$ cat config.mk
export PLATFORM = sky130hd
export DESIGN_NAME = cgp_fitness_eval_flat
export DESIGN_NICKNAME = d
export VERILOG_FILES = /design/src/rtl/cgp_fitness_eval_pkg.sv /design/src/rtl/cgp_fitness_eval_if.sv /design/src/rtl/cgp_fitness_eval.sv /design/src/flat_wrapper.sv
export SDC_FILE = /design/constraint.sdc
export NUM_CORES = 1
export LEC_CHECK = 0
export BUFFER_PORTS_ARGS = -buffer_cell sky130_fd_sc_hd__buf_2
export CORE_MARGIN = 2
export CORE_UTILIZATION = 40
export DETAILED_ROUTE_END_ITERATION = 10
export PLACE_DENSITY = 0.67
export SYNTH_ARGS = -nofsm -noshare
export SYNTH_HDL_FRONTEND = slang
export SYNTH_SLANG_ARGS = --single-unit
$ cat constraint.sdc
create_clock -name clk -period 3.3 [get_ports clk]
set_clock_uncertainty 0.15 [all_clocks]
set_input_delay 0.33 -clock clk [delete_from_list [all_inputs] [get_ports clk]]
set_output_delay 0.33 -clock clk [all_outputs]
set_load 0.02 [all_outputs]
$ cat src/rtl/cgp_fitness_eval_pkg.sv
// cgp_eval_pkg: shared evaluator state type and default sizing constants
package cgp_eval_pkg;
    localparam int CGP_N_IN   = 4;
    localparam int CGP_SETTLE = 2;
    typedef enum logic [1:0] {S_IDLE, S_SETTLE, S_SAMPLE, S_DONE} eval_state_t;
endpackage

$ cat src/rtl/cgp_fitness_eval_if.sv
// cgp_fitness_eval_if: controller-side start/abort/result bundle of the fitness evaluator
interface cgp_fitness_eval_if
    import cgp_eval_pkg::*;
#(
    parameter int N_IN = CGP_N_IN
);
    logic              start;
    logic              abort;
    logic [2**N_IN-1:0] target_tt;
    logic              busy;
    logic              done;
    logic [N_IN:0]     score;
    logic              perfect;
    modport master (output start, abort, target_tt, input busy, done, score, perfect);
    modport slave  (input start, abort, target_tt, output busy, done, score, perfect);
endinterface

$ cat src/rtl/cgp_fitness_eval.sv
// cgp_fitness_eval: sweeps all input patterns through a candidate and scores it against a truth table
module cgp_fitness_eval
    import cgp_eval_pkg::*;
#(
    parameter int N_IN   = CGP_N_IN,
    parameter int SETTLE = CGP_SETTLE
) (
    input  logic                clk,
    input  logic                rst_n,
    cgp_fitness_eval_if.slave   ctl,
    output logic [N_IN-1:0]     cand_in,
    input  logic                cand_out
);
    localparam int NP = 2**N_IN;
    localparam int CW = $clog2(SETTLE + 1);

    eval_state_t   state, nxt;
    logic [CW-1:0] cnt;
    logic [NP-1:0] tt_q;
    logic [N_IN:0] nscore;
    logic          match, last, settled, accept, kill;

    // cand_in doubles as the pattern index; X on cand_out counts as a mismatch
    assign match   = cand_out === tt_q[cand_in];
    assign last    = &cand_in;
    assign settled = cnt == CW'(SETTLE - 1);
    assign accept  = state == S_IDLE && ctl.start && !ctl.abort;
    assign kill    = (state == S_SETTLE || state == S_SAMPLE) && ctl.abort;
    assign nscore  = ctl.score + (N_IN + 1)'(match);
    assign ctl.busy = state != S_IDLE;
    assign ctl.done = state == S_DONE;

    // state register
    always_ff @(posedge clk or negedge rst_n)
        if (!rst_n) state <= S_IDLE;
        else        state <= nxt;

    // next state: abort wins in the sweep states, DONE always returns to IDLE
    always_comb begin
        nxt = state;
        case (state)
            S_IDLE:   nxt = accept ? S_SETTLE : S_IDLE;
            S_SETTLE: nxt = ctl.abort ? S_IDLE : settled ? S_SAMPLE : S_SETTLE;
            S_SAMPLE: nxt = ctl.abort ? S_IDLE : last ? S_DONE : S_SETTLE;
            default:  nxt = S_IDLE;
        endcase
    end

    // datapath: capture on start, count settle cycles, accumulate score on sample
    always_ff @(posedge clk or negedge rst_n)
        if (!rst_n) begin
            tt_q        <= '0;
            cnt         <= '0;
            cand_in     <= '0;
            ctl.score   <= '0;
            ctl.perfect <= 1'b0;
        end else if (accept || kill) begin
            if (accept) tt_q <= ctl.target_tt;
            cnt         <= '0;
            cand_in     <= '0;
            ctl.score   <= '0;
            ctl.perfect <= 1'b0;
        end else if (state == S_SETTLE) begin
            cnt <= cnt + CW'(1);
        end else if (state == S_SAMPLE) begin
            cnt       <= '0;
            ctl.score <= nscore;
            cand_in   <= last ? '0 : cand_in + N_IN'(1);
            if (last) ctl.perfect <= nscore == (N_IN + 1)'(NP);
        end
endmodule

$ cat src/flat_wrapper.sv
// flat-port wrapper written by rule: the top's interface ports become plain ports
module cgp_fitness_eval_flat import cgp_eval_pkg::*;
#(
    parameter int N_IN   = CGP_N_IN,
    parameter int SETTLE = CGP_SETTLE
)
  (clk, rst_n, cand_in, cand_out, ctl_start, ctl_abort, ctl_target_tt, ctl_busy, ctl_done, ctl_score, ctl_perfect);
  cgp_fitness_eval_if #(.N_IN(N_IN)) ctl_i ();
  input  logic clk;
  input  logic rst_n;
  output logic [N_IN-1:0] cand_in;
  input  logic cand_out;
  input wire logic [$bits(ctl_i.start)-1:0] ctl_start;
  input wire logic [$bits(ctl_i.abort)-1:0] ctl_abort;
  input wire logic [$bits(ctl_i.target_tt)-1:0] ctl_target_tt;
  output wire logic [$bits(ctl_i.busy)-1:0] ctl_busy;
  output wire logic [$bits(ctl_i.done)-1:0] ctl_done;
  output wire logic [$bits(ctl_i.score)-1:0] ctl_score;
  output wire logic [$bits(ctl_i.perfect)-1:0] ctl_perfect;
  assign ctl_i.start = ctl_start;
  assign ctl_i.abort = ctl_abort;
  assign ctl_i.target_tt = ctl_target_tt;
  assign ctl_busy = ctl_i.busy;
  assign ctl_done = ctl_i.done;
  assign ctl_score = ctl_i.score;
  assign ctl_perfect = ctl_i.perfect;
  cgp_fitness_eval #(.N_IN(N_IN), .SETTLE(SETTLE)) u_core (.clk(clk), .rst_n(rst_n), .ctl(ctl_i), .cand_in(cand_in), .cand_out(cand_out));
endmodule
==> flow_metrics.tcl <==
set metrics [dict create \
    synth_seq_area_share_pct 49.2 \
    end_kind "register" \
    critPathArrivalTime_ps 3080 \
    rr_startpoint "u_core.cand_in[2]" \
    cts_buffers 5 \
    ant_nets 0 \
    core-area_um2 3660 \
    peakVddDrop_mv 0.388 \
    criticalPathCategory "reg2reg" \
    synth_top_area_share_pct 49.2 \
    slew_viol_final 0 \
    die_h_um 65.8 \
    synth_fp_nets 156 \
    setup.worst_path.start "u_core.cand_in[2]" \
    tightest_slew_ps 657 \
    hp-class "in2reg" \
    first_pass_iters 4 \
    vias_per_cell 5.16 \
    slew_headroom_pct 56.2 \
    setup-violations-final 0 \
    clockBufferDepth 2 \
    routed-via-count 1093 \
    ys.flop_type "dfrtp_1" \
    synth-compound-area-share_pct 6.56 \
    synth-async-reset-ratio_pct 100 \
    tns_ps 0 \
    ys_top_cells_by_area "dfrtp_1 (49%), mux2_2 (12%), ha_1 (6.6%), mux4_1 (5.2%), mux4_2 (3.0%)" \
    hpwlAfterDp_mm 2.21 \
    rows 22 \
    grt_pass1_wl_mm 5.08 \
    drc 0 \
    cts.sink_count 30 \
    cp_max_fo 10 \
    p_total_w 0.00117 \
    clkTransAtPathRegs_ps 70 \
    yosys.area_share.adder_pct 6.56 \
    grt_usage_pct 15.6 \
    yosysTopAreaCell "dfrtp_1" \
    root_buffer "clkbuf_8" \
    rsz0062_at_grt "false" \
    start_util_pct 41.7 \
    grt_pass1_vias 1153 \
    ys_types 31 \
    synthSimpleGateAreaFrac_pct 11.5 \
    insertion_delay_ps 280 \
    drt_wl_total_mm 2.98 \
    post_cts_buffers 0 \
    yosys_warnings 0 \
    critPathLaunchType "register" \
    antenna_found_initial 0 \
    muxShareOfSynthArea_pct 20.6 \
    fin_crit_sh_pct 91.7 \
    worstHoldStart "ctl_abort" \
    synthXorXnorAreaFrac_pct 2.87 \
    cp.required_ps 3350 \
    nets 192 \
    synth_area_um2 1530 \
    grt-ovfl-total 0 \
    finalHoldViolCount 0 \
    synth-seq-cells 30 \
    maxCapViolCount 0 \
    die_area_um2 4320 \
    cts_tree "done" \
    synth.avg_cell_area_um2 12.0 \
    synth_common_cells "dfrtp_1 (30), mux2_2 (16), nand2_1 (11)" \
    synth_edf_count 0 \
    htree_levels 2 \
    syn_inst 127 \
    wl_per_cell_um 14.0 \
    n_antenna_cell 0 \
    drt_iter0_drc 46 \
    drive_gt1_share_pct 37.2 \
    die-width_um 65.8 \
    ios 33 \
    clock.fmax_mhz 331 \
    port_buffers 32 \
    syn2layout_area_growth_pct 21.1 \
    powerDensity_nw_per_um2 633 \
    synth_top_family_by_area "multiplexers" \
    yosysMostFrequentCell "dfrtp_1" \
    grt_max_degree 31 \
    leakage_nw 0.880 \
    min_period_ps 3030 \
    gp_congestion 0.767 \
    status "finished clean" \
]
-- area by class of cell --
type | instances | area, um2
multi-input combinational | 88 | 733
clock buffer | 5 | 68.8
fill | 347 | 1810
timing repair buffer | 34 | 178
clock inverter | 3 | 40.0
sequential | 30 | 752
tap | 48 | 60.1
inverter | 4 | 15.0
-- critical path: stages, from the launching register on --
cell	delay [ps]
dfrtp_2	490
mux4_1	580
mux4_2	490
xnor2_1	140
ha_1	220
ha_1	290
nor4_1	290
o211ai_1	130
a21oi_1	160
-- sequential cells by signal, summed over array words and instances, names as in the netlist --
register and cells:
u_core.cand_in 4, u_core.cnt 2, u_core.ctl.perfect 1, u_core.ctl.score 5, u_core.state 2, u_core.tt_q 16
-- routing by layer --
metal	global-route usage, %	share of wire, %	up-vias
li1	-	-	526
met1	17.8	43	540
met2	27.9	51	25
met3	5.14	4.7	2
met4	3.91	0.64	0
met5	0	0	-
-- power breakdown --
| group | internal (W) | switching [W] |
|---|---|---|
| registers | 0.000464 | 0.0000549 |
| clock network | 0.000222 | 0.000138 |
| logic | 0.000160 | 0.000130 |
-- cell usage in the layout (no fill, tap or decap), types with 2 or more instances in the layout --
cell type	instances
buf_2	32
dfrtp_1	29
mux2_2	16
nand2_1	11
a21oi_1	8
nor2_1	8
ha_1	8
clkbuf_8	5
inv_1	4
nor3_1	4
mux4_1	3
xor2_1	3
o21ai_0	3
mux4_2	2
xnor2_1	2
nor2b_1	2
nand2b_1	2
nand3_1	2
nand4_1	2
clkinv_2	2
-- repair_timing --
action                     4_1_cts  5_1_grt
gates resized for setup          0        1
hold buffers                     1        0
hold endpoints to repair        30        0
setup endpoints to repair        0        1
-- worst paths after layout --
check	end	slack [ps]	cells after the start
setup reg to reg	u_core.ctl.perfect	270	8
max in group asynchronous	u_core.cand_in[2]	2080	2
hold / removal	u_core.state[1]	110	2
min in group asynchronous	u_core.ctl.score[4]	460	2
hold reg to reg	u_core.tt_q[10]	350	1
setup / recovery	u_core.ctl.perfect	270	8
-- per-stage QoR --
step / hold WS, ps / instance area [um2] / setup slack (ps) / utilization [%] / std cells
floorplan: -116 / 1530 / 334 / - / 127
CTS: 103 / 1850 / 167 / 50.4 / 212
finish: 110 / 1850 / 275 / 50.4 / 212
detailed placement: 251 / 1730 / 204 / 47.2 / 203
global route: 101 / 1850 / 78.8 / 50.4 / 212
global placement: 238 / 1730 / 303 / 47.2 / 203
-- logic make-up after synthesis --
kind of cell / after synthesis
AOI/OAI and AO/OA: 17
muxes: 22
DFF: 30
adders and majority gates: 8
and+or+nand+nor: 36
xor gates and xnor gates: 5
buffers and inverters: 9
Note: power is estimated with default switching activity, not from simulation.
